### config.mk
export PLATFORM = sky130hd
export DESIGN_NAME = cpu_bus_bridge
export DESIGN_NICKNAME = d
export VERILOG_FILES = /design/src/rtl/cpu_bus_bridge.sv
export SDC_FILE = /design/constraint.sdc
export NUM_CORES = 1
export LEC_CHECK = 0
export BUFFER_PORTS_ARGS = -buffer_cell sky130_fd_sc_hd__buf_2
export CORE_MARGIN = 2
export CORE_UTILIZATION = 48
export DETAILED_ROUTE_END_ITERATION = 8
export PLACE_DENSITY = 0.8
export SYNTH_ARGS = -nofsm -noshare
export SYNTH_HDL_FRONTEND = slang
export SYNTH_SLANG_ARGS = --single-unit
### constraint.sdc
create_clock -name clock -period 2.1 [get_ports clock]
set_clock_uncertainty 0.05 [all_clocks]
set_input_delay 0.42 -clock clock [delete_from_list [all_inputs] [get_ports clock]]
set_output_delay 0.42 -clock clock [all_outputs]
set_load 0.005 [all_outputs]
### src/rtl/cpu_bus_bridge.sv
// Bridges 68000-style AS/UDS/LDS bus cycles onto a request/ack memory port,
// returning DTACK with registered read data, VPA for IACK, and a cycle timeout.
module cpu_bus_bridge #(
  parameter int ADDR_WIDTH = 23,
  parameter int DATA_WIDTH = 16,
  parameter int TIMEOUT    = 255
) (
  input  logic                  clock,
  input  logic                  reset,
  input  logic                  io_cpu_as,
  input  logic                  io_cpu_rw,
  input  logic                  io_cpu_uds,
  input  logic                  io_cpu_lds,
  input  logic [2:0]            io_cpu_fc,
  input  logic [ADDR_WIDTH-1:0] io_cpu_addr,
  input  logic [DATA_WIDTH-1:0] io_cpu_dout,
  output logic [DATA_WIDTH-1:0] io_cpu_din,
  output logic                  io_cpu_dtack,
  output logic                  io_cpu_vpa,
  output logic                  io_mem_rd,
  output logic                  io_mem_wr,
  output logic [ADDR_WIDTH-1:0] io_mem_addr,
  output logic [1:0]            io_mem_mask,
  output logic [DATA_WIDTH-1:0] io_mem_din,
  input  logic                  io_mem_ack,
  input  logic                  io_mem_valid,
  input  logic [DATA_WIDTH-1:0] io_mem_dout,
  output logic                  io_timeout
);

  typedef enum logic [2:0] {
    IDLE,
    REQ,
    WAIT,
    DONE,
    IACK
  } state_t;

  localparam logic [15:0] LIMIT = 16'(TIMEOUT - 1);

  state_t                state_q, state_d;
  logic [15:0]           count_q;
  logic                  rw_q;
  logic [ADDR_WIDTH-1:0] addr_q;
  logic [1:0]            mask_q;
  logic [DATA_WIDTH-1:0] wdata_q;
  logic [DATA_WIDTH-1:0] rdata_q;
  logic                  timeout_q;

  logic start;
  logic capture;
  logic expire;
  logic at_limit;

  // ">=" rather than "==" so a read acked on its last REQ cycle can still
  // time out in WAIT instead of waiting for the counter to wrap.
  assign at_limit = (count_q >= LIMIT);

  always_comb begin
    state_d = state_q;
    start   = 1'b0;
    capture = 1'b0;
    expire  = 1'b0;
    case (state_q)
      IDLE: begin
        if (io_cpu_as && (io_cpu_uds || io_cpu_lds)) begin
          if (io_cpu_fc == 3'b111) begin
            state_d = IACK;
          end else begin
            state_d = REQ;
            start   = 1'b1;
          end
        end
      end
      REQ: begin
        if (io_mem_ack) begin
          if (!rw_q) begin
            state_d = DONE;
          end else if (io_mem_valid) begin
            capture = 1'b1;
            state_d = DONE;
          end else begin
            state_d = WAIT;
          end
        end else if (at_limit) begin
          expire  = 1'b1;
          state_d = DONE;
        end
      end
      WAIT: begin
        if (io_mem_valid) begin
          capture = 1'b1;
          state_d = DONE;
        end else if (at_limit) begin
          expire  = 1'b1;
          state_d = DONE;
        end
      end
      DONE: begin
        if (!io_cpu_as) state_d = IDLE;
      end
      IACK: begin
        if (!io_cpu_as) state_d = IDLE;
      end
      default: state_d = IDLE;
    endcase
  end

  always_ff @(posedge clock) begin
    if (reset) begin
      state_q   <= IDLE;
      count_q   <= '0;
      rw_q      <= 1'b0;
      addr_q    <= '0;
      mask_q    <= '0;
      wdata_q   <= '0;
      rdata_q   <= '0;
      timeout_q <= 1'b0;
    end else begin
      state_q   <= state_d;
      timeout_q <= expire;
      if (start) begin
        count_q <= '0;
        rw_q    <= io_cpu_rw;
        addr_q  <= io_cpu_addr;
        mask_q  <= {io_cpu_uds, io_cpu_lds};
        wdata_q <= io_cpu_dout;
      end else if (state_q == REQ || state_q == WAIT) begin
        count_q <= count_q + 16'd1;
      end
      // Forced termination of a read returns all ones; writes leave din alone.
      if (capture) begin
        rdata_q <= io_mem_dout;
      end else if (expire && rw_q) begin
        rdata_q <= '1;
      end
    end
  end

  assign io_mem_rd    = (state_q == REQ) && rw_q;
  assign io_mem_wr    = (state_q == REQ) && !rw_q;
  assign io_mem_addr  = addr_q;
  assign io_mem_mask  = mask_q;
  assign io_mem_din   = wdata_q;
  assign io_cpu_din   = rdata_q;
  assign io_cpu_dtack = (state_q == DONE);
  assign io_cpu_vpa   = (state_q == IACK);
  assign io_timeout   = timeout_q;

endmodule

* After elaboration in Yosys (flattened, before gate mapping)
Cells that the tools add are included.
** Word-level totals
- Register bits :: 78
- Input bits :: 66
- Output and inout bits :: 62
- Word-level logic and storage cells :: 51
** Cells by class
- Add/sub/neg operators :: 1
- Magnitude comparators :: 1
- Equal/unequal tests :: 7
- Mux-type cells :: 22
- Reduce and logical (&&, ||, !) cells :: 12
** Operators by type and width (number)
- 16-bit 2-to-1 mux :: 2
- 3-bit 2-to-1 mux :: 6
- 16-bit by 1-bit adder with 16-bit output (second input constant) :: 1
- 16-bit by 8-bit >= comparator with 1-bit output (second input constant) :: 1
- 3-bit one-hot mux with 4 select lines :: 1
- 1-bit 2-to-1 mux :: 11
- 3-bit by 2-bit == test with 1-bit output (second input constant) :: 2
- 3-bit == test (second input constant) :: 2
- 1-bit logical AND :: 4
- 2-bit inequality test (second input constant) :: 2
- 1-bit one-hot mux with 2 select lines :: 2
- 2-bit OR reduction :: 2
- 3-bit by 1-bit == test with 1-bit output (second input constant) :: 1
- 3-bit zero test :: 1
- 1-bit logical OR :: 2
- 2-bit AND reduction :: 1
- 2-bit nonzero test :: 1
- 1-bit zero test :: 1

* Longest topological paths before layout
Gate-level depths: netlist (run 1).
- Depth in word-level cells :: 7
- Mapped depth :: 9
- Gate-level depth less buffers :: 6

* Least setup slack after synthesis (run 1)
OpenSTA, ideal clock, no wires.
- Kind :: register to register
- Start :: register state_q[0]
- End :: register count_q[13]
- Library setup time :: 0.125 ns
- Data arrival time :: 1.762 ns
- Required time :: 1.925 ns
- Setup slack :: 0.163 ns
- Cell stages (with the launch flop) :: 10
- Path buffers :: 5
- Clock period less this slack :: 1.937 ns
- Cells stage by stage :: dfxtp_1 -> buf_4 -> or2_1 -> buf_2 -> or4_1 -> buf_2 -> nand2b_1 -> buf_4 -> buf_6 -> a21oi_1
** Between the ends
- Longest elaborated chain between the ends :: 3
- Elaborated cells on any way between the ends :: 6
- Those cells by class :: eq/ne (2); mux (1); reduce/logical (3)
** RTL lines
- start: declaration :: RTL line 41 : state_t state_q, state_d;
- start signal: assignment :: RTL line 120 : state_q <= state_d;
- 3-bit zero test :: RTL line 64 : case (state_q)
- 1-bit 2-to-1 mux :: RTL line 64
- 2-bit OR reduction (no line)
- end signal: assignment :: RTL line 129 : count_q <= count_q + 16'd1;
- end: declaration :: RTL line 42 : logic [15:0] count_q;
Several ways; a longest one is shown, not always the timed one.
A chain may end at the register's enable or synchronous reset.

* Final worst setup path (run 1)
- Start :: register state_q[0]
- End :: register addr_q[22] (netlist: io_mem_addr[22])
** Between the ends
- Longest elaborated chain between the ends :: 2
** RTL lines
- 3-bit zero test :: RTL line 64
- 1-bit 2-to-1 mux :: RTL line 64
- end signal: assignment :: RTL line 125 : addr_q <= io_cpu_addr;
- end: declaration :: RTL line 44 : logic [ADDR_WIDTH-1:0] addr_q;
No other way between the ends.

==> out/results.ini, run 1 <==
[synthesis]
synthFlopType=dfxtp_1
synthArstFlopShare_pct=0
ys_seq_elements=78
netlist_area_mm2=0.00316
synth_nets=459
syn_avg_cell_area_um2=8.07
synth_xor_area_share_pct=2.74
yosysWarnings=0
yosysSeqAreaShare_pct=49.5
synthAdderAreaFrac_pct=0.793
synth_edf_count=0
muxShareOfSynthArea_pct=0
synth_compound_area_share_pct=16.2
syn_inst=391
synth_top_family_by_area=simple AND/OR/NAND/NOR gates
synth_cell_types=38
yosys.area_share.simple_pct=25.8

[floorplanning]
die_area_mm2=0.00724
die_width_um=85.1
io_pins=128
design.core.area_mm2=0.00635
fp-row-count=29
initial_core_util_pct=49.7
die_y_um=85.1

[cts]
clkTransAtPathRegs_ps=80
cts_buffer_depth=2
clock-sinks=78
root_buffer=clkbuf_8
postCtsHoldBufs=0
cts_setup_buffers=0
clk_latency_ps=350
htreeDepth=3
numCtsBuffers=9
cts.repair.resized=0
cts_tree=done

[sta]
setup_tns_ps=0
hold_viol=0
fin_crit_ps=1860
fin_crit_sh_pct=88.5
fmax_ghz=0.538
setup_violations=0
drv_slew=0
finalWorstSetupSlack_ps=241
slew_headroom_pct=65.3
worst_pin_slew_ps=521
rsz0062_at_grt=false

[flow_run]
cap_violations=0

[global_routing]
gr-usage-all-layers_pct=21.3
antenna_found_initial=0
grt_pass1_vias=2921
grt_pass1_wl_um=12600
grt_max_degree=44
grt-ovfl-total=0

[final_layout]
insertedDiodeCount=0
finalInstanceArea_mm2=0.00403
multi_input_area_mm2=0.00144
area_growth_pct=27.7
final_net_count=582
seq_area_mm2=0.00156
fill_cells=573
drive_above_1_share_pct=30.7

[placed_design]
gp_congestion=0.751
dp_slack_ps=239
io_buffers=127
postPlaceCellArea_mm2=0.00387
place_hpwl_um=5430

[critical_path]
r2r_cells=5
required_ps=2270
reg2reg_slack_ps=240
crit_path_end_kind=flop
regToRegEndpoint=io_mem_addr[22]
timing.rr.start=state_q[0]
cp_max_fo=30
critPathArrivalTime_ps=2030
crit_path_start_kind=flop
cp-endpoint=io_mem_addr[22]
crit_type=flop to flop
worstSetupStartpoint=state_q[0]

[routing]
drtIter0Drc=118
viasPerCell=5.21
drc_errors=0
drtPass1Iterations=4
dr_total_vias=3097
drt-total-wl_um=7670
ant_nets=0
avgRoutedWirePerCell_um=12.9

[min_path]
min_path_type=input port to flop

[power_and_ir_drop]
comb_power_share_pct=16.1
max-vdd-ir-drop_mv=0.446
power.internal_mw=2.21
p_clk_share_pct=31.1
pwr-share-seq_pct=52.8
p_sw_mw=0.850
switching_share_pct=27.8
powerDensity_mw_per_mm2=759
leakagePower_nw=1.75

[run_status]
status=complete, no violations

[worst max-delay path, cell delays in order, from the launching register on]
cell and delay (ps):
dfxtp_1 310, or2_1 320, or4_1 580, buf_4 260, nand2_1 120, a21oi_1 90
[cell usage in the layout, fill, tap and decap left out, types with 6 or more instances in the layout]
cell type / n
buf_4: 11
buf_2: 127
or3_1: 6
nand2_1: 89
inv_1: 7
o21ai_0: 7
clkbuf_8: 9
nor2_1: 44
xnor2_1: 7
dfxtp_1: 78
a211oi_1: 18
nor3_1: 7
a21oi_1: 52
[metal layers]
| layer | wire, um | up-vias | share of wire [%] | GRT usage [%] |
|---|---|---|---|---|
| li1 | - | 1567 | - | - |
| met1 | 3190 | 1410 | 42 | 24.6 |
| met2 | 3830 | 107 | 50 | 37.5 |
| met3 | 499 | 13 | 6.5 | 5.16 |
| met4 | 148 | 0 | 1.9 | 8.80 |
| met5 | 0 | - | 0 | 0 |
[synth_stat cells (all sizes together), types with 4 or more instances]
cell type,instances,area share (%)
a211oi,19,4.7
a21oi,52,8.2
buf,14,2.7
clkbuf,13,1.5
dfxtp,78,49
inv,7,0.83
nand2,89,11
nand2b,4,0.79
nand4,4,0.79
nor2,44,5.2
nor3,7,1.1
nor4,5,1.2
o21ai,7,1.1
or3,6,1.2
xnor2,8,2.5
[kinds of logic (layout without fill, tap and decap cells)]
| logic type | after synthesis | count (layout) |
|---|---|---|
| flops | 78 | 78 |
| xor+xnor | 9 | 9 |
| compound gates | 87 | 87 |
| simple gates | 181 | 181 |
| fa+ha+maj | 2 | 2 |
| buf+inv | 34 | 161 |
[metrics by stage]
stage	utilization, %	power [mW]	instances	hold WS, ps
global placement	60.9	2.12	580	389
CTS	63.5	3.08	595	233
floorplan	-	1.93	391	400
finish	63.5	3.06	595	249
global route	63.5	3.22	595	244
detailed placement	60.9	2.14	580	395
[flip-flops by register name, summed over array words and instances (netlist names)]
signal       flops
io_cpu_din      16
io_mem_din      16
rw_q             1
io_mem_addr     23
count_q         16
state_q          3
io_mem_mask      2
io_timeout       1
[power by group through the flow]
stage / registers [mW] / clock network [mW] / logic, mW
global route: 1.63 / 1.03 / 0.553
detailed placement: 1.65 / 0 / 0.491
CTS: 1.61 / 0.974 / 0.495
finish: 1.61 / 0.951 / 0.491
floorplan: 1.65 / 0 / 0.280
global placement: 1.64 / 0 / 0.480
[layout make-up]
class | count | share of cell area [%]
multi-input combinational | 279 | 35.8
timing repair buffer | 139 | 18.3
clock buffer | 9 | 3.07
tap | 77 | 2.39
clock inverter | 6 | 0.993
sequential | 78 | 38.7
inverter | 7 | 0.652
[worst min path at each step]
stage / from / end / slack (ps) / depth (start not counted)
floorplan: count_q[15] / count_q[15] / 400 / 2
global placement: io_mem_addr[14] / io_mem_addr[14] / 390 / 2
detailed placement: io_mem_addr[18] / io_mem_addr[18] / 390 / 2
CTS: io_cpu_addr[2] / io_mem_addr[2] / 230 / 3
global route: io_cpu_dout[7] / io_mem_din[7] / 240 / 3
finish: io_cpu_dout[9] / io_mem_din[9] / 250 / 3
(Power assumes the default switching activity.)
==> run 2: changes to the inputs <==
--- a/config.mk
+++ b/config.mk
@@ -10,6 +10,7 @@
 export CORE_UTILIZATION = 48
 export DETAILED_ROUTE_END_ITERATION = 8
 export PLACE_DENSITY = 0.8
+export REMOVE_ABC_BUFFERS = 1
 export SYNTH_ARGS = -nofsm -noshare
 export SYNTH_HDL_FRONTEND = slang
 export SYNTH_SLANG_ARGS = --single-unit
==> out/results.ini, run 2 (synthesis gave the netlist of run 1 again) <==
[sta]
slew_headroom_pct=64.8
hold_viol=0
finalWorstSetupSlack_ps=179
fin_crit_sh_pct=91.5
worst_pin_slew_ps=528
fmax_ghz=0.520
setup_tns_ps=0
rsz0062_at_grt=false
hold-worst-slack_ps=248
fin_crit_ps=1920
drv_slew=0
setup_violations=0

[final_layout]
largest_reg_flops=23
fill_cells=540
finalInstanceArea_mm2=0.00411
seq_area_mm2=0.00156
final_net_count=581
drive_above_1_share_pct=30.7
multi_input_area_mm2=0.00144
final_cell_mix=buf_2, nand2_1, dfxtp_1
area_growth_pct=30.3
mostFrequentLayoutCell=buf_2
insertedDiodeCount=0

[routing]
wl_met3_um=372
viasPerCell=5.16
ant_nets=0
drtIter0Drc=141
drc_errors=0
drtPass1Iterations=4
avgRoutedWirePerCell_um=13.2
wl_met2_um=3810
dr_total_vias=3070
drt-total-wl_um=7830
highest_layer=met4
wl_met1_um=3510

[placed_design]
postPlaceCellArea_mm2=0.00386
io_buffers=127
gp_congestion=0.794
dp_slack_ps=189
place_hpwl_um=5520

[critical_path]
critPathArrivalTime_ps=2090
required_ps=2270
crit_path_start_kind=flop
cp_max_fo=42
crit_type=flop to flop
crit_path_end_kind=flop

[global_routing]
grt_pass1_vias=2850
grt-ovfl-total=0
grt_pass1_wl_um=12900
gr-usage-all-layers_pct=22.1
antenna_found_initial=0
grt_max_degree=43

[floorplanning]
initial_core_util_pct=49.7
die_area_mm2=0.00724
design.core.area_mm2=0.00635
die_width_um=85.1
io_pins=128
fp-row-count=29
die_y_um=85.1

[flow_run]
cap_violations=0

[cts]
numCtsBuffers=9
cts.repair.resized=0
cts_setup_buffers=0
postCtsHoldBufs=0
clkTransAtPathRegs_ps=90
clk_latency_ps=340
cts_buffer_depth=2
htreeDepth=3
clock-sinks=78
root_buffer=clkbuf_8
cts_tree=done

[power_and_ir_drop]
max-vdd-ir-drop_mv=0.593
leakagePower_nw=1.79
power_mw=3.50
powerDensity_mw_per_mm2=852

[min_path]
min_path_type=input port to flop

[run_status]
status=complete, no violations

[run 2: power by group]
group / switching [mW] / total (mW) / internal, mW / leakage (nW)
combinational: 0.273 / 0.493 / 0.220 / 1.02
sequential: 0.0517 / 1.62 / 1.57 / 0.635
clock: 0.562 / 1.39 / 0.830 / 0.127
total: 0.887 / 3.50 / 2.62 / 1.79
[run 2: layout make-up]
| type | count | share of cell area, % |
|---|---|---|
| Clock buffer | 10 | 3.35 |
| Clock inverter | 6 | 2.83 |
| Inverter | 7 | 0.639 |
| Tap cell | 77 | 2.34 |
| Multi-Input combinational cell | 279 | 35.1 |
| Timing Repair Buffer | 138 | 17.8 |
| Sequential cell | 78 | 38.0 |
[run 2: metal layers]
layer  vias to the layer above  global-route usage (%)
met5                         -                       0
met4                         0                    10.2
met3                         8                    4.86
met2                        78                    35.3
met1                      1413                    28.6
li1                       1571                       -
[run 2: worst paths after layout]
kind | cells past startpoint | end | start | slack [ps]
worst max-delay path | 5 | io_mem_addr[9] | state_q[0] | 180
worst min-delay path | 3 | io_mem_addr[7] | io_cpu_addr[7] | 250
worst max register to register | 5 | io_mem_addr[9] | state_q[0] | 180
worst min register to register | 2 | io_mem_addr[13] | io_mem_addr[13] | 400
[run 2: stage by stage]
step                cells  utilization (%)
global placement      579             60.8
CTS                   595             64.8
floorplan             364                -
finish                595             64.8
detailed placement    579             60.8
global route          595             64.8
[run 2: worst max-delay path, cell delays in order, from the launching register on]
cell and delay (ps):
dfxtp_1 340, or2_1 330, or4_1 580, buf_4 290, nand2_1 120, a21oi_1 70
==> run 3: changes to the inputs <==
--- a/config.mk
+++ b/config.mk
@@ -5,11 +5,11 @@
 export SDC_FILE = /design/constraint.sdc
 export NUM_CORES = 1
 export LEC_CHECK = 0
-export BUFFER_PORTS_ARGS = -buffer_cell sky130_fd_sc_hd__buf_2
 export CORE_MARGIN = 2
-export CORE_UTILIZATION = 48
+export CORE_UTILIZATION = 62
 export DETAILED_ROUTE_END_ITERATION = 8
-export PLACE_DENSITY = 0.8
+export DONT_BUFFER_PORTS = 1
+export PLACE_DENSITY = 0.78
 export REMOVE_ABC_BUFFERS = 1
 export SYNTH_ARGS = -nofsm -noshare
 export SYNTH_HDL_FRONTEND = slang
==> out/results.ini, run 3 (synthesis gave the netlist of run 1 again) <==
[sta]
setup_tns_ps=0
drv_slew=0
rsz0062_at_grt=false
finalWorstSetupSlack_ps=200
hold_viol=0
setup_violations=0
worst_pin_slew_ps=459
fin_crit_sh_pct=90.5
slew_headroom_pct=69.4
fmax_ghz=0.526
fin_crit_ps=1900

[global_routing]
gr-usage-all-layers_pct=24.4
grt_pass1_vias=2412
grt_pass1_wl_um=10600
grt_use_met1_pct=29.1
use_met2_pct=39.2
grt-ovfl-total=0
grt_max_degree=64
antenna_found_initial=0
grt_busiest_layer=met2
use_met3_pct=8.73

[critical_path]
required_ps=2330
cp_max_fo=10
critPathArrivalTime_ps=2130
crit_path_end_kind=flop
r2r_cells=5
regToRegEndpoint=count_q[13]
crit_path_start_kind=flop
reg2reg_slack_ps=200
timing.rr.start=state_q[1]
crit_type=flop to flop

[min_path]
whs_path_depth=1
min_to=io_mem_din[7]
min-delay-start=reset
min_path_type=input port to flop

[cts]
cts.repair.resized=0
numCtsBuffers=9
postCtsHoldBufs=0
clk_latency_ps=350
htreeDepth=3
clock-sinks=78
root_buffer=clkbuf_8
clkTransAtPathRegs_ps=80
cts_tree=done
cts_setup_buffers=0
cts_buffer_depth=2

[final_layout]
final_net_count=454
insertedDiodeCount=0
drive_above_1_share_pct=7.93
fill_cells=397
final_cell_mix=nand2_1, dfxtp_1, a21oi_1
final_util_pct=72.6
area_growth_pct=10.8
mostFrequentLayoutCell=nand2_1
largest_reg_flops=23

[routing]
drtPass1Iterations=4
ant_nets=0
drt-total-wl_um=6940
avgRoutedWirePerCell_um=15.2
dr_total_vias=2605
drtIter0Drc=132
drc_errors=0
viasPerCell=5.69

[placed_design]
io_buffers=0
gp_congestion=0.790
place_hpwl_um=4790
dp_slack_ps=208

[floorplanning]
fp-row-count=25
die_y_um=75.3
die_width_um=75.3
die_area_mm2=0.00568
initial_core_util_pct=65.5
design.core.area_mm2=0.00482
io_pins=128

[power_and_ir_drop]
max-vdd-ir-drop_mv=0.680
power_mw=3.51
leakagePower_nw=1.21
powerDensity_mw_per_mm2=1010

[flow_run]
cap_violations=0

[run_status]
status=complete, no violations

-- run 3: cell types whose count changed in the layout (fill, tap and decap cells not counted), sizes merged --
cell and change:
clkinv -2, buf -127, inv -1, clkinvlp +1, bufinv +2
-- run 3: final cells by class --
type / instances / area [um^2] / area share (%)
Clock inverter: 6 / 158 / 4.51
Multi-Input combinational cell: 279 / 1440 / 41.3
Timing Repair Buffer: 11 / 95.1 / 2.72
Inverter: 7 / 26.3 / 0.752
Tap cell: 67 / 83.8 / 2.40
Sequential cell: 78 / 1560 / 44.7
Clock buffer: 10 / 128 / 3.65
-- run 3: per-layer routing --
metal / up-vias / wire length, um
met5: - / 0
met3: 12 / 586
met4: 0 / 133
li1: 1323 / -
met2: 95 / 3360
met1: 1175 / 2860
-- run 3: worst max path at each step --
stage,startpoint,endpoint,cells after the start
2_1_floorplan,state_q[0],io_mem_addr[0],4
3_3_place_gp,state_q[1],count_q[13],5
3_5_place_dp,state_q[1],count_q[13],5
4_1_cts,state_q[1],count_q[13],5
5_1_grt,state_q[1],count_q[13],5
6_report,state_q[1],count_q[13],5
-- run 3: critical path: stages (launching register included) --
cell and delay (ps):
dfxtp_1 330, buf_4 170, xnor2_2 210, or3_1 500, or4_1 440, a21oi_1 140
-- run 3: where the power goes --
group / internal (mW) / switching (mW)
Combinational: 0.132 / 0.195
Clock: 1.03 / 0.519
Sequential: 1.57 / 0.0710
Total: 2.73 / 0.786
-- run 3: through the flow --
stage | std cells | cell area, um^2 | hold WS [ps]
after floorplan | 364 | 3020 | 397
after global placement | 442 | 3210 | 404
after global routing | 458 | 3500 | 71.2
after detailed placement | 442 | 3210 | 410
final | 458 | 3500 | 79.7
after CTS | 458 | 3500 | 63.2
